**config.mk**
```make
export PLATFORM = sky130hd
export DESIGN_NAME = frame_capture_ctrl
export DESIGN_NICKNAME = d
export VERILOG_FILES = /design/src/rtl/frame_capture_ctrl.sv
export SDC_FILE = /design/constraint.sdc
export NUM_CORES = 1
export LEC_CHECK = 0
export CAP_MARGIN = 40
export CELL_PAD_IN_SITES_DETAIL_PLACEMENT = 1
export CELL_PAD_IN_SITES_GLOBAL_PLACEMENT = 2
export CORE_MARGIN = 2
export CORE_UTILIZATION = 25
export CTS_CLUSTER_SIZE = 8
export DETAILED_ROUTE_END_ITERATION = 10
export PLACE_DENSITY_LB_ADDON = 0.1
export SLEW_MARGIN = 5
export SYNTH_ARGS = -nofsm -noshare
export SYNTH_HDL_FRONTEND = slang
export SYNTH_SLANG_ARGS = --single-unit
```
**constraint.sdc**
```tcl
create_clock -name pclk_in -period 2.1 [get_ports pclk_in]
set_input_delay 0.315 -clock pclk_in [delete_from_list [all_inputs] [get_ports pclk_in]]
set_output_delay 0.315 -clock pclk_in [all_outputs]
set_load 0.05 [all_outputs]
```
**src/rtl/frame_capture_ctrl.sv**
```systemverilog
// frame_capture_ctrl
//   Write-side controller for the camera frame buffer BRAM (port A). It runs
//   entirely in the pixel-clock domain. Each capture starts on a frame
//   boundary. Two capture modes are supported:
//   - continuous capture;
//   - single snapshot, requested from the clk_65mhz domain by a toggle
//     handshake.
//
//   Optional build macro FRAME_CLEAR_EN: adds a CLEAR state between IDLE and
//   ARMED. CLEAR zero-fills the whole frame buffer before capture is armed.
//
// Ports
//   pclk_in            pixel clock, all logic on posedge
//   reset              synchronous, active-high
//   mode_cont_in       1 = continuous capture, 0 = snapshot (quasi-static)
//   snap_req_tgl_in    snapshot request toggle from clk_65mhz domain
//   pixel_valid_in     pixel_in valid this cycle
//   pixel_in           processed pixel
//   frame_done_in      1-cycle strobe at end of camera frame
//   bram_addr_out      BRAM port-A address
//   bram_din_out       BRAM port-A write data
//   bram_we_out        BRAM port-A write enable
//   busy_out           controller not idle
//   snap_done_tgl_out  toggles once per completed snapshot
//   frames_out         completed captured frames (wraps)
//   short_frame_out    sticky: a captured frame had too few pixels
//   overflow_out       sticky: pixels arrived past the end of a frame
//
// States
//   state    | meaning
//   IDLE     | waiting for continuous mode or a snapshot request
//   CLEAR    | zero-filling the buffer (FRAME_CLEAR_EN builds only)
//   ARMED    | discarding the partial frame in flight, waiting for frame_done
//   CAPTURE  | writing pixels of the current frame

module frame_capture_ctrl #(
  parameter int ADDR_W       = 17,
  parameter int PIX_W        = 12,
  parameter int FRAME_PIXELS = 76800
) (
  input  logic              pclk_in,
  input  logic              reset,
  input  logic              mode_cont_in,
  input  logic              snap_req_tgl_in,
  input  logic              pixel_valid_in,
  input  logic [PIX_W-1:0]  pixel_in,
  input  logic              frame_done_in,
  output logic [ADDR_W-1:0] bram_addr_out,
  output logic [PIX_W-1:0]  bram_din_out,
  output logic              bram_we_out,
  output logic              busy_out,
  output logic              snap_done_tgl_out,
  output logic [7:0]        frames_out,
  output logic              short_frame_out,
  output logic              overflow_out
);

  // One extra bit so the pointer can hold FRAME_PIXELS itself when the frame
  // size equals the full address space.
  localparam int CNT_W = ADDR_W + 1;
  localparam logic [CNT_W-1:0] FP_CNT  = CNT_W'(FRAME_PIXELS);
  localparam logic [CNT_W-1:0] CNT_ONE = CNT_W'(1);
`ifdef FRAME_CLEAR_EN
  localparam logic [CNT_W-1:0] FP_LAST = CNT_W'(FRAME_PIXELS - 1);
`endif

  typedef enum logic [1:0] {
    ST_IDLE    = 2'd0,
    ST_ARMED   = 2'd1,
`ifdef FRAME_CLEAR_EN
    ST_CAPTURE = 2'd2,
    ST_CLEAR   = 2'd3
`else
    ST_CAPTURE = 2'd2
`endif
  } state_t;

  state_t            state, state_nxt;
  logic [CNT_W-1:0]  ptr, ptr_nxt, ptr_after;
  logic              pix_ok;
  logic              we_nxt;
  logic [PIX_W-1:0]  din_nxt;
  logic              frame_close, short_set, ovf_set, flags_clr, done_tgl;
  logic              req_s1, req_s2, req_s3, req_det;

  // Two synchronizer flops, then an edge register; any level change is a request.
  assign req_det  = req_s2 ^ req_s3;
  assign busy_out = (state != ST_IDLE);

  always_ff @(posedge pclk_in) begin
    if (reset) state <= ST_IDLE;
    else       state <= state_nxt;
  end

  always_comb begin
    state_nxt   = state;
    ptr_nxt     = ptr;
    we_nxt      = 1'b0;
    din_nxt     = pixel_in;
    frame_close = 1'b0;
    short_set   = 1'b0;
    ovf_set     = 1'b0;
    flags_clr   = 1'b0;
    done_tgl    = 1'b0;
    pix_ok      = pixel_valid_in && (ptr < FP_CNT);
    ptr_after   = pix_ok ? ptr + CNT_ONE : ptr;

    case (state)
      ST_IDLE: begin
        ptr_nxt = '0;
        if (mode_cont_in || req_det) begin
`ifdef FRAME_CLEAR_EN
          state_nxt = ST_CLEAR;
`else
          state_nxt = ST_ARMED;
`endif
        end
      end
`ifdef FRAME_CLEAR_EN
      ST_CLEAR: begin
        we_nxt  = 1'b1;
        din_nxt = '0;
        ptr_nxt = ptr + CNT_ONE;
        if (ptr == FP_LAST) state_nxt = ST_ARMED;
      end
`endif
      ST_ARMED: begin
        flags_clr = 1'b1;
        ptr_nxt   = '0;
        if (frame_done_in) state_nxt = ST_CAPTURE;
      end
      ST_CAPTURE: begin
        we_nxt  = pix_ok;
        ptr_nxt = ptr_after;
        if (pixel_valid_in && !pix_ok) ovf_set = 1'b1;
        // A pixel arriving with frame_done belongs to the closing frame, so
        // the short check uses the pointer including this cycle's write.
        if (frame_done_in) begin
          frame_close = 1'b1;
          ptr_nxt     = '0;
          if (ptr_after != FP_CNT) short_set = 1'b1;
          if (!mode_cont_in) begin
            done_tgl  = 1'b1;
            state_nxt = ST_IDLE;
          end
        end
      end
      default: state_nxt = ST_IDLE;
    endcase
  end

  always_ff @(posedge pclk_in) begin
    if (reset) begin
      ptr               <= '0;
      bram_we_out       <= 1'b0;
      bram_addr_out     <= '0;
      bram_din_out      <= '0;
      frames_out        <= '0;
      short_frame_out   <= 1'b0;
      overflow_out      <= 1'b0;
      snap_done_tgl_out <= 1'b0;
      req_s1            <= 1'b0;
      req_s2            <= 1'b0;
      req_s3            <= 1'b0;
    end else begin
      ptr         <= ptr_nxt;
      bram_we_out <= we_nxt;
      if (we_nxt) begin
        bram_addr_out <= ptr[ADDR_W-1:0];
        bram_din_out  <= din_nxt;
      end
      if (frame_close) frames_out <= frames_out + 8'd1;
      if (flags_clr) begin
        short_frame_out <= 1'b0;
        overflow_out    <= 1'b0;
      end else begin
        if (short_set) short_frame_out <= 1'b1;
        if (ovf_set)   overflow_out    <= 1'b1;
      end
      if (done_tgl) snap_done_tgl_out <= ~snap_done_tgl_out;
      req_s1 <= snap_req_tgl_in;
      req_s2 <= req_s1;
      req_s3 <= req_s2;
    end
  end

endmodule
```
==> flow_summary_export.csv, run 1 <==
group,metric,value,unit
setup_path,startpoint_type,"flip-flop",
sta,finalHoldViolations,0,
setup_path,slowest_delay,0.84,ns
clocking,cts-root-buf,"clkbuf_16",
clocking,clk_path_buf_depth,2,
place,place_hpwl,6.57,mm
sta,fin_crit_sh,91.8,%
clocking,cts_setup_buffers,0,
global_routing,grt_max_degree,31,
clocking,clock_latency,0.34,ns
min_path,worstHoldStart,"req_s1",
clocking,cts.clk_slew.worst_paths,0.06,ns
sta,holdWs,0.453,ns
place,place.gp.congestion,0.801,
sta,rsz0062_at_grt,"no",
drt,dr.pass1.iters,4,
setup_path,crit_chain,"clkdlybuf4s50_1",
drt,vias_per_cell,4.79,
setup_path,arrival,1.61,ns
sta,setup_slack,0.172,ns
synth,seq_area_frac_synth,43.7,%
sta,setup_viol,0,
synth,yosysUniqueCellTypes,50,
place,io_buffers,59,
clocking,cts_tree,"done",
floorplanning,fp-row-count,39,
floorplanning,ios,60,
setup_path,crit_path_end_kind,"output pin",
synth,synth.ff_latch_count,64,
setup_path,worstSetupStartpoint,"short_frame_out",
global_routing,antenna_found_initial,0,
floorplanning,dieArea,12600,um^2
synth,synthCells,360,
drt,drtIter0Drc,76,
floorplanning,die_h,112,um
clocking,cts.htree.levels,3,
setup_path,slowest_stage,"clkdlybuf4s50_1",
floorplanning,start_util,25.7,%
outcome,outcome,"complete, no violations",
pwr,leakagePower,1.49,nW
drt,route.detailed.drc,0,
synth,synth_edf_count,0,
setup_path,cp.required,1.78,ns
layout,syn_to_final_growth,44.8,%
sta,relSlewSlack,58.2,%
synth,mappedNetlistNets,380,
floorplanning,coreArea,11400,um^2
setup_path,rrSetupSlack,0.23,ns
global_routing,grt_pass1_vias,2836,
synth,synth.avg_cell_area,8.14,um^2
layout,nets,461,
synth,ys.flop_type,"dfxtp_1",
drt,ant_nets,0,
drt,routed-via-count,2823,
global_routing,grt_overflow,0,
place,pre_cts_slack,-0.0739,ns
pwr,cellPowerDensity,754,nW/um^2
setup_path,cp.buffers_inverters,1,
synth,netlist_area,2930,um^2
clocking,cts_buffers,9,
layout,drive_above_1_share,15.9,%
layout,num_antenna_cells,0,
drt,route.detailed.wl_per_inst,15.6,um
setup_path,timing.rr.start,"ptr[15]",
global_routing,grt_pass1_wl,14.9,mm
flow_run,max-cap-violations,0,
floorplanning,fp.dieW,112,um
min_path,hp-class,"flip-flop to flip-flop",
sta,max_freq,0.519,GHz
setup_path,crit_fanout,4,
clocking,cts_resized,0,
clocking,clock_sinks,64,
pwr,max-vdd-ir-drop,0.598,mV
setup_path,crit_type,"flip-flop to output pin",
drt,drt-total-wl,9.17,mm
sta,period_minus_slack,1.93,ns
sta,worst_pin_slew,0.627,ns
clocking,hold_buffers,0,
setup_path,crit_family,"buffers and inverters",
global_routing,grt.total_usage,15.1,%
synth,synth-warning-count,0,
sta,worst_clock_skew,0.00388,ns
sta,slew_viol_final,0,
synth,async_flop_share,0,%
[cell usage after synthesis, types with 3 or more instances]
cell type / number / area share [%]
and3_1: 6 / 1.3
nand3_1: 10 / 1.7
o21ai_0: 13 / 2.2
inv_1: 3 / 0.38
a211oi_1: 4 / 1.0
a21oi_1: 44 / 7.5
a31oi_1: 4 / 0.85
nand4_1: 5 / 1.1
xor2_1: 10 / 3.0
nand3b_1: 4 / 1.0
a22oi_1: 4 / 1.0
a311oi_1: 5 / 1.5
nand2b_1: 3 / 0.64
nor3_1: 6 / 1.0
nor2_1: 29 / 3.7
xnor2_1: 4 / 1.2
a41oi_1: 4 / 1.2
dfxtp_1: 64 / 44
nand2_1: 76 / 9.7
nor2b_1: 4 / 0.85
buf_2: 8 / 1.4
clkbuf_1: 16 / 2.0
[stage by stage]
stage / total power (W) / area (um^2) / TNS, ns / utilization (%) / instances
2_1_floorplan: 0.00136 / 2930 / 0 / - / 360
3_3_place_gp: 0.00146 / 3890 / -0.0602 / 34.1 / 573
3_5_place_dp: 0.00146 / 3890 / -0.102 / 34.1 / 573
4_1_cts: 0.00326 / 4240 / 0 / 37.2 / 589
5_1_grt: 0.00333 / 4240 / 0 / 37.2 / 589
6_report: 0.00320 / 4240 / 0 / 37.2 / 589
[path summary, 6_finish.rpt]
path,endpoint,cells after the start
max reg2reg,short_frame_out,6
min,req_s2,1
min reg2reg,req_s2,1
max,short_frame_out,1
[registers in the layout (all words and copies together), names as in the netlist]
signal,flops
overflow_out,1
bram_we_out,1
req_s3,1
bram_addr_out,17
frames_out,8
bram_din_out,12
ptr,18
short_frame_out,1
req_s2,1
snap_done_tgl_out,1
req_s1,1
state,2
[routing by layer]
metal	share of wire, %	GRT usage (%)	vias to the layer above
li1	-	-	1420
met1	47	19.0	1338
met2	47	24.7	56
met3	3.7	3.51	9
met4	1.8	6.59	0
met5	0	0	-
[kinds of logic after synthesis]
group                    count (synthesis)  synth area share [%]
AND/OR/NAND/NOR                        159                  26.4
AO/OA/AOI/OAI                           90                  20.1
flip-flops                              64                  43.7
buffers and inverters                   30                  4.35
XOR/XNOR                                14                  4.18
adder cells (fa/ha/maj)                  2                 0.853
multiplexers                             1                 0.341
[cells in the final DEF, fill, tap and decap left out, types with 5 or more instances in the layout]
cell              n
nand3_1          10
buf_4            37
nand2_1          76
a311oi_1          5
clkdlybuf4s50_1  57
clkbuf_16         9
and3_1            6
o21ai_0          13
dfxtp_1          64
nor3_1            6
a21oi_1          44
nor2_1           28
nand4_1           5
xor2_1           10
[layout make-up]
type	count	area, um^2
Fill cell	1375	7170
Multi-Input combinational cell	266	1530
Clock inverter	6	115
Inverter	3	11.3
Clock buffer	10	239
Tap cell	143	179
Timing Repair Buffer	97	893
Sequential cell	64	1280
[power by group]
| group | internal, W | switching, W | total, W |
|---|---|---|---|
| sequential | 0.00123 | 0.0000106 | 0.00124 |
| clock | 0.00120 | 0.000573 | 0.00177 |
| combinational | 0.0000804 | 0.000114 | 0.000194 |
| total | 0.00250 | 0.000697 | 0.00320 |
No activity file was read; power rests on OpenSTA's default activity.
==> run 2: changes to the inputs <==
--- a/config.mk
+++ b/config.mk
@@ -12,6 +12,7 @@
 export CORE_UTILIZATION = 25
 export CTS_CLUSTER_SIZE = 8
 export DETAILED_ROUTE_END_ITERATION = 10
+export HOLD_SLACK_MARGIN = 0.05
 export PLACE_DENSITY_LB_ADDON = 0.1
 export SLEW_MARGIN = 5
 export SYNTH_ARGS = -nofsm -noshare
==> results of run 2 <==
Same layout as run 1: the final DEF is identical, and so are final timing and power.
==> run 3: changes to the inputs <==
--- a/config.mk
+++ b/config.mk
@@ -5,13 +5,13 @@
 export SDC_FILE = /design/constraint.sdc
 export NUM_CORES = 1
 export LEC_CHECK = 0
-export CAP_MARGIN = 40
 export CELL_PAD_IN_SITES_DETAIL_PLACEMENT = 1
 export CELL_PAD_IN_SITES_GLOBAL_PLACEMENT = 2
 export CORE_MARGIN = 2
 export CORE_UTILIZATION = 25
 export CTS_CLUSTER_SIZE = 8
 export DETAILED_ROUTE_END_ITERATION = 10
+export DONT_BUFFER_PORTS = 1
 export HOLD_SLACK_MARGIN = 0.05
 export PLACE_DENSITY_LB_ADDON = 0.1
 export SLEW_MARGIN = 5
==> constraint.sdc (replaced) <==
create_clock -name pclk_in -period 1.8 [get_ports pclk_in]
set_input_delay 0.27 -clock pclk_in [delete_from_list [all_inputs] [get_ports pclk_in]]
set_output_delay 0.27 -clock pclk_in [all_outputs]
set_load 0.05 [all_outputs]
==> flow_summary_export.csv, run 3 (same netlist as run 1, synthesis figures left out) <==
group,metric,value,unit
sta,max_freq,0.562,GHz
drt,ant_nets,0,
sta,final.setup.tns,0,ns
place,place_hpwl,6.51,mm
drt,route.detailed.drc,0,
global_routing,grt.total_usage,15.1,%
place,place.gp.congestion,0.771,
drt,routed-via-count,2749,
place,pre_cts_slack,-0.0605,ns
floorplanning,coreArea,11400,um^2
setup_path,crit_path_end_kind,"flip-flop",
drt,drtIter0Drc,110,
layout,syn_to_final_growth,34.3,%
pwr,leakagePower,1.42,nW
min_path,hold_depth,2,
sta,setup_slack,0.0211,ns
pwr,cellPowerDensity,858,nW/um^2
sta,period_minus_slack,1.78,ns
place,place_area,3440,um^2
layout,drive_above_1_share,27.1,%
place,io_buffers,0,
min_path,hp-class,"primary input to flip-flop",
drt,drt-total-wl,9.29,mm
clocking,clock_latency,0.34,ns
layout,nets,428,
layout,fin_area,3940,um^2
global_routing,use_met3,5.51,%
sta,setup_viol,0,
layout,post-route-util,34.5,%
global_routing,met2_usage,24.8,%
sta,fin_crit_sh,98.8,%
drt,route.detailed.wl_per_inst,16.7,um
sta,relSlewSlack,63.6,%
clocking,cts_tree,"done",
clocking,clock_sinks,64,
setup_path,arrival,1.98,ns
floorplanning,fp.dieW,112,um
sta,finalHoldViolations,0,
global_routing,grt_max_degree,64,
clocking,cts.htree.levels,3,
floorplanning,fp-row-count,39,
layout,layout_common_cells,"nand2_1, dfxtp_1, buf_4, a21oi_1, nor2_1",
layout,final_common_cell,"nand2_1",
clocking,cts.clk_slew.worst_paths,0.06,ns
layout,top_register,"ptr",
outcome,outcome,"complete, no violations",
sta,worst_clock_skew,0.00528,ns
global_routing,grt_pass1_vias,2823,
floorplanning,die_h,112,um
layout,fillerInstances,1357,
clocking,cts_buffers,9,
layout,top_regs,"ptr (18), bram_addr_out (17), bram_din_out (12)",
global_routing,met1_usage,18.7,%
layout,instances_no_fill,556,
sta,rsz0062_at_grt,"yes",
drt,dr.pass1.iters,4,
global_routing,antenna_found_initial,0,
layout,num_antenna_cells,0,
floorplanning,start_util,25.7,%
clocking,cts-root-buf,"clkbuf_16",
place,placed_cells,532,
flow_run,max-cap-violations,0,
global_routing,grt_overflow,0,
setup_path,cp.required,2.00,ns
global_routing,grt_pass1_wl,14.9,mm
floorplanning,ios,60,
sta,worst_pin_slew,0.545,ns
setup_path,crit_type,"flip-flop to flip-flop",
sta,slew_viol_final,0,
setup_path,reg2reg_depth,8,
pwr,max-vdd-ir-drop,0.681,mV
setup_path,crit_fanout,4,
global_routing,top_usage_layer,"met2",
layout,largest_reg_flops,18,
setup_path,startpoint_type,"flip-flop",
floorplanning,dieArea,12600,um^2
drt,vias_per_cell,4.94,
clocking,clk_path_buf_depth,2,
==> run 3: cell types whose count changed in the layout (fill, tap and decap cells not counted), moves of 2 or more <==
cell	delta
nor3_4	+2
nand2_1	-2
clkdlybuf4s50_1	-57
nand3_2	+2
clkinv_2	+2
buf_4	+21
buf_6	+2
nor3_2	-2
bufinv_16	-2
dfxtp_1	-6
dfxtp_2	+5
nand3_1	-2
==> run 3: per-stage QoR <==
stage	power (W)	hold slack, ns
2_1_floorplan	0.00159	0.389
4_1_cts	0.00345	0.0525
3_5_place_dp	0.00162	0.346
5_1_grt	0.00353	0.0578
6_report	0.00338	0.0637
3_3_place_gp	0.00162	0.344
==> run 3: final cells by class <==
type	count	area (um^2)	share of cell area [%]
clock inverters	5	56.3	1.43
repair buffers	64	536	13.6
clock buffers	11	243	6.17
inverters	3	11.3	0.286
flip-flops and latches	64	1290	32.8
well taps	143	179	4.55
multi-input cells	266	1620	41.2
==> run 3: worst max-delay path: stages, from the launching register on <==
cell and delay [ns]:
dfxtp_2 0.33, a21oi_4 0.21, o211ai_4 0.14, buf_4 0.18
nor3_4 0.22, buf_6 0.14, nand2_2 0.06, a221oi_2 0.23
a31oi_1 0.13
==> run 3: power by group <==
| part | total (W) | internal (W) | switching, W |
|---|---|---|---|
| sequential | 0.00146 | 0.00143 | 0.0000304 |
| clock | 0.00176 | 0.00111 | 0.000651 |
| combinational | 0.000159 | 0.0000542 | 0.000105 |
| total | 0.00338 | 0.00259 | 0.000786 |
==> run 3: timing repair <==
action                                 4_1_cts  5_1_grt
setup buffers                                2        4
gates resized for setup                      3       22
gates cloned                                 0        0
endpoints found under the hold margin       63        0
hold buffers                                 2        0
pin swaps                                    3       11
setup endpoints to repair                    2       27
==> run 3: final timing paths <==
kind / start / endpoint / slack, ns
max reg2reg: ptr[10] / short_frame_out / 0.02
min reg2reg: req_s1 / req_s2 / 0.43
max: ptr[10] / short_frame_out / 0.02
min: pixel_in[2] / bram_din_out[2] / 0.06
==> run 3: layer usage <==
metal | routed length [um] | up-vias | share of wire, %
met5 | 0 | - | 0
met3 | 457 | 7 | 4.9
met4 | 81 | 0 | 0.87
li1 | - | 1351 | -
met2 | 4510 | 45 | 49
met1 | 4240 | 1346 | 46
==> variant 1, RTL diff (flow settings as in run 1) <==
Change the parameter `ADDR_W` from 17 to 25.
--- a/src/rtl/frame_capture_ctrl.sv
+++ b/src/rtl/frame_capture_ctrl.sv
@@ -35,5 +35,5 @@
 
 module frame_capture_ctrl #(
-  parameter int ADDR_W       = 17,
+  parameter int ADDR_W       = 25,
   parameter int PIX_W        = 12,
   parameter int FRAME_PIXELS = 76800
Ports: changed (resized bram_addr_out); port bits go from 60 to 68. No check against the original RTL was run, so the function may have changed too.
==> variant 1 against run 1 <==
Synthesized area is 17% higher; synthesized cell count up 15%; sequential power grew 24%; setup slack lost 0.12 ns; total power up 13%; register-to-register slack worse by 0.18 ns; routed wire length grew 15%; final area increased by 18%; count of clock-buffer cells in the layout decreased by 1; sequential cell count is 16 higher; largest cell class unchanged; largest power group unchanged.
==> variant 1: results (changes against run 1) <==
port bufs: 67 (+14%)
HP Class: in2reg
met1 Use GR: 19.8% (+0.83 points)
register area share after synthesis: 46.6% (+2.9 points)
# nets final: 532 (+15%)
xor/xnor share of the synthesized area: 3.06% (-1.1 points)
clk_skew: 0.00840 ns (+0.00452 ns)
Worst-Margin Slew: 0.529 ns (-0.0978 ns)
GR Util met3: 5.03% (+1.5 points)
syn_area_per_cell: 8.27 um^2 (+1.6%)
total power: 0.00361 W (+13%)
list of most frequent post-synthesis cells: nand2_1, dfxtp_1, a21oi_1, nor2_1, and2_1
worst endpoint data arrival time: 2.26 ns (+0.65 ns)
P_sw: 0.000729 W (+4.6%)
initial DRC count: 112 (+47%)
syn nets: 435 (+14%)
top cells by area, synth: dfxtp_1, nand2_1, a21oi_1
GRT met2 Usage: 24.3% (-0.37 points)
DP Cell Count: 674 (+18%)
layout cell share with drive strength beyond 1: 16.3% (+0.42 points)
DP Worst Slack: -0.246 ns (-0.172 ns)
outcome: finished, final reports clean
met1 wire length: 4.96 mm (+14%)
largest net degree at the start of global routing: 30 (-3.2%)
filler instances: 1615 (+17%)
wire per inst: 15.2 um (-2.2%)
variant 1: final timing paths:
kind,from,slack [ns],to,depth (start not counted)
worst max-delay path,ptr[15],0.05,short_frame_out,6
worst min-delay path,reset,0.37,bram_din_out[8],2
worst max register to register,ptr[15],0.05,short_frame_out,6
worst min register to register,req_s1,0.44,req_s2,1
variant 1: critical path, stage by stage (launching register included):
cell and delay (ns):
dfxtp_2 0.41, o31ai_4 0.12, o2111a_2 0.32, buf_4 0.15
or4_1 0.42, a2111oi_2 0.35, a31oi_1 0.14
variant 1: layout make-up:
cell class	count	share of cell area [%]
Multi-Input combinational cell	305	35.0
Clock inverter	4	2.41
Sequential cell	80	32.2
Inverter	3	0.226
Timing Repair Buffer	113	21.2
Tap cell	176	4.41
Clock buffer	9	4.51
variant 1: what timing repair did:
item | in CTS | in global routing
buffers inserted | 0 | 3
gates resized for setup | 1 | 11
pin swaps | 0 | 6
endpoints found under the setup margin | 1 | 9
==> variant 2, RTL diff (flow settings as in run 1) <==
Made on the original files. Re-encode `state_t` (3 states) as one-hot, 3 bits wide.
--- a/src/rtl/frame_capture_ctrl.sv
+++ b/src/rtl/frame_capture_ctrl.sv
@@ -65,12 +65,12 @@
 `endif
 
-  typedef enum logic [1:0] {
-    ST_IDLE    = 2'd0,
-    ST_ARMED   = 2'd1,
+  typedef enum logic [2:0] {
+    ST_IDLE    = 3'b001,
+    ST_ARMED   = 3'b010,
 `ifdef FRAME_CLEAR_EN
     ST_CAPTURE = 2'd2,
     ST_CLEAR   = 2'd3
 `else
-    ST_CAPTURE = 2'd2
+    ST_CAPTURE = 3'b100
 `endif
   } state_t;
Check against the original RTL: same outputs for any inputs over 10 cycles, from zero or initial values and one cycle with reset high; not proved beyond that.
==> variant 2 against run 1 <==
The run now ends with design-rule violations left; synthesized area grew 1.2%; combinational power grew 37%; routed wire length grew 1.8%; sequential cell count grew 1; clock power shrank 21%; total power shrank 8.9%; final area shrank 1.1%; setup slack lost 0.062 ns; critical endpoint is now ptr[16]; largest cell class unchanged.
==> variant 2: results (changes against run 1) <==
multi-input logic area: 1550 um^2 (+1.5%)
crit path max fanout: 6 (+2)
r2r endpoint: ptr[16]
via density per instance: 4.83 (+0.72%)
Placed Area: 3920 um^2 (+0.68%)
largest net degree at the start of global routing: 35 (+13%)
GR Util met3: 3.59% (+0.079 points)
first-pass GRT wire length: 15.7 mm (+5.3%)
post-synthesis mux area share: 1.01% (+0.67 points)
TritonRoute pass-1 iters: 7 (+3)
drt drc: 3 (+3)
Post-Synthesis Cells: 370 (+2.8%)
DP Worst Slack: -0.270 ns (-0.196 ns)
list of most frequent post-synthesis cells: nand2_1, dfxtp_1, a21oi_1, nor2_1, clkbuf_1
Final GP Congestion: 0.745 (-6.9%)
crit path kind: in2reg
met1 Use GR: 19.8% (+0.77 points)
outcome: finished with violations
Worst-Margin Slew: 0.717 ns (+0.0898 ns)
post-synthesis compound-gate area fraction: 16.7% (-3.4 points)
GRT met2 Usage: 25.7% (+1.0 points)
met1 wire length: 4.39 mm (+1.3%)
failing checks: design-rule violations
clk_skew: 0.00397 ns (+0.0000835 ns)
layout cell share with drive strength beyond 1: 14.6% (-1.3 points)
# nets final: 468 (+1.5%)
post-synthesis adder-cell area fraction: 0.844% (-0.0097 points)
Netlist Area Pre-Place: 2970 um^2 (+1.2%)
Max IR drop VDD: 0.338 mV (-44%)
synth unique cells: 49 (-2.0%)
DPL Wire Length: 6.53 mm (-0.65%)
post-cts sizing count: 1 (+1)
Final Hold Slack: 0.441 ns (-0.0116 ns)
FF-to-FF setup slack: 0.17 ns (-0.06 ns)
-- variant 2: cell count changes in the layout (fill, tap and decap cells not counted), sizes merged, moves of 4 or more --
cell    delta
and3       -4
buf        -4
nand2b     +4
nand3b     -4
nor2       +7
-- variant 2: power by group through the flow --
stage	logic (W)	clock network (W)	registers [W]
after floorplan	0.000142	0	0.00129
after global placement	0.000271	0	0.00129
after detailed placement	0.000272	0	0.00129
after CTS	0.000268	0.00145	0.00126
after global routing	0.000291	0.00149	0.00127
final	0.000265	0.00139	0.00126
-- variant 2: worst max-delay path: stages --
cell and delay [ns]:
clkdlybuf4s50_1 0.49, nor2b_2 0.18, o211ai_2 0.19, or3_1 0.42
or4_1 0.52, a21oi_1 0.13
-- variant 2: cell type report --
| type | count | share of cell area [%] |
|---|---|---|
| multi-input combinational | 275 | 36.9 |
| tap | 143 | 4.26 |
| clock inverter | 5 | 0.745 |
| clock buffer | 11 | 5.78 |
| timing repair buffer | 94 | 21.1 |
| sequential | 65 | 31.0 |
| inverter | 3 | 0.268 |
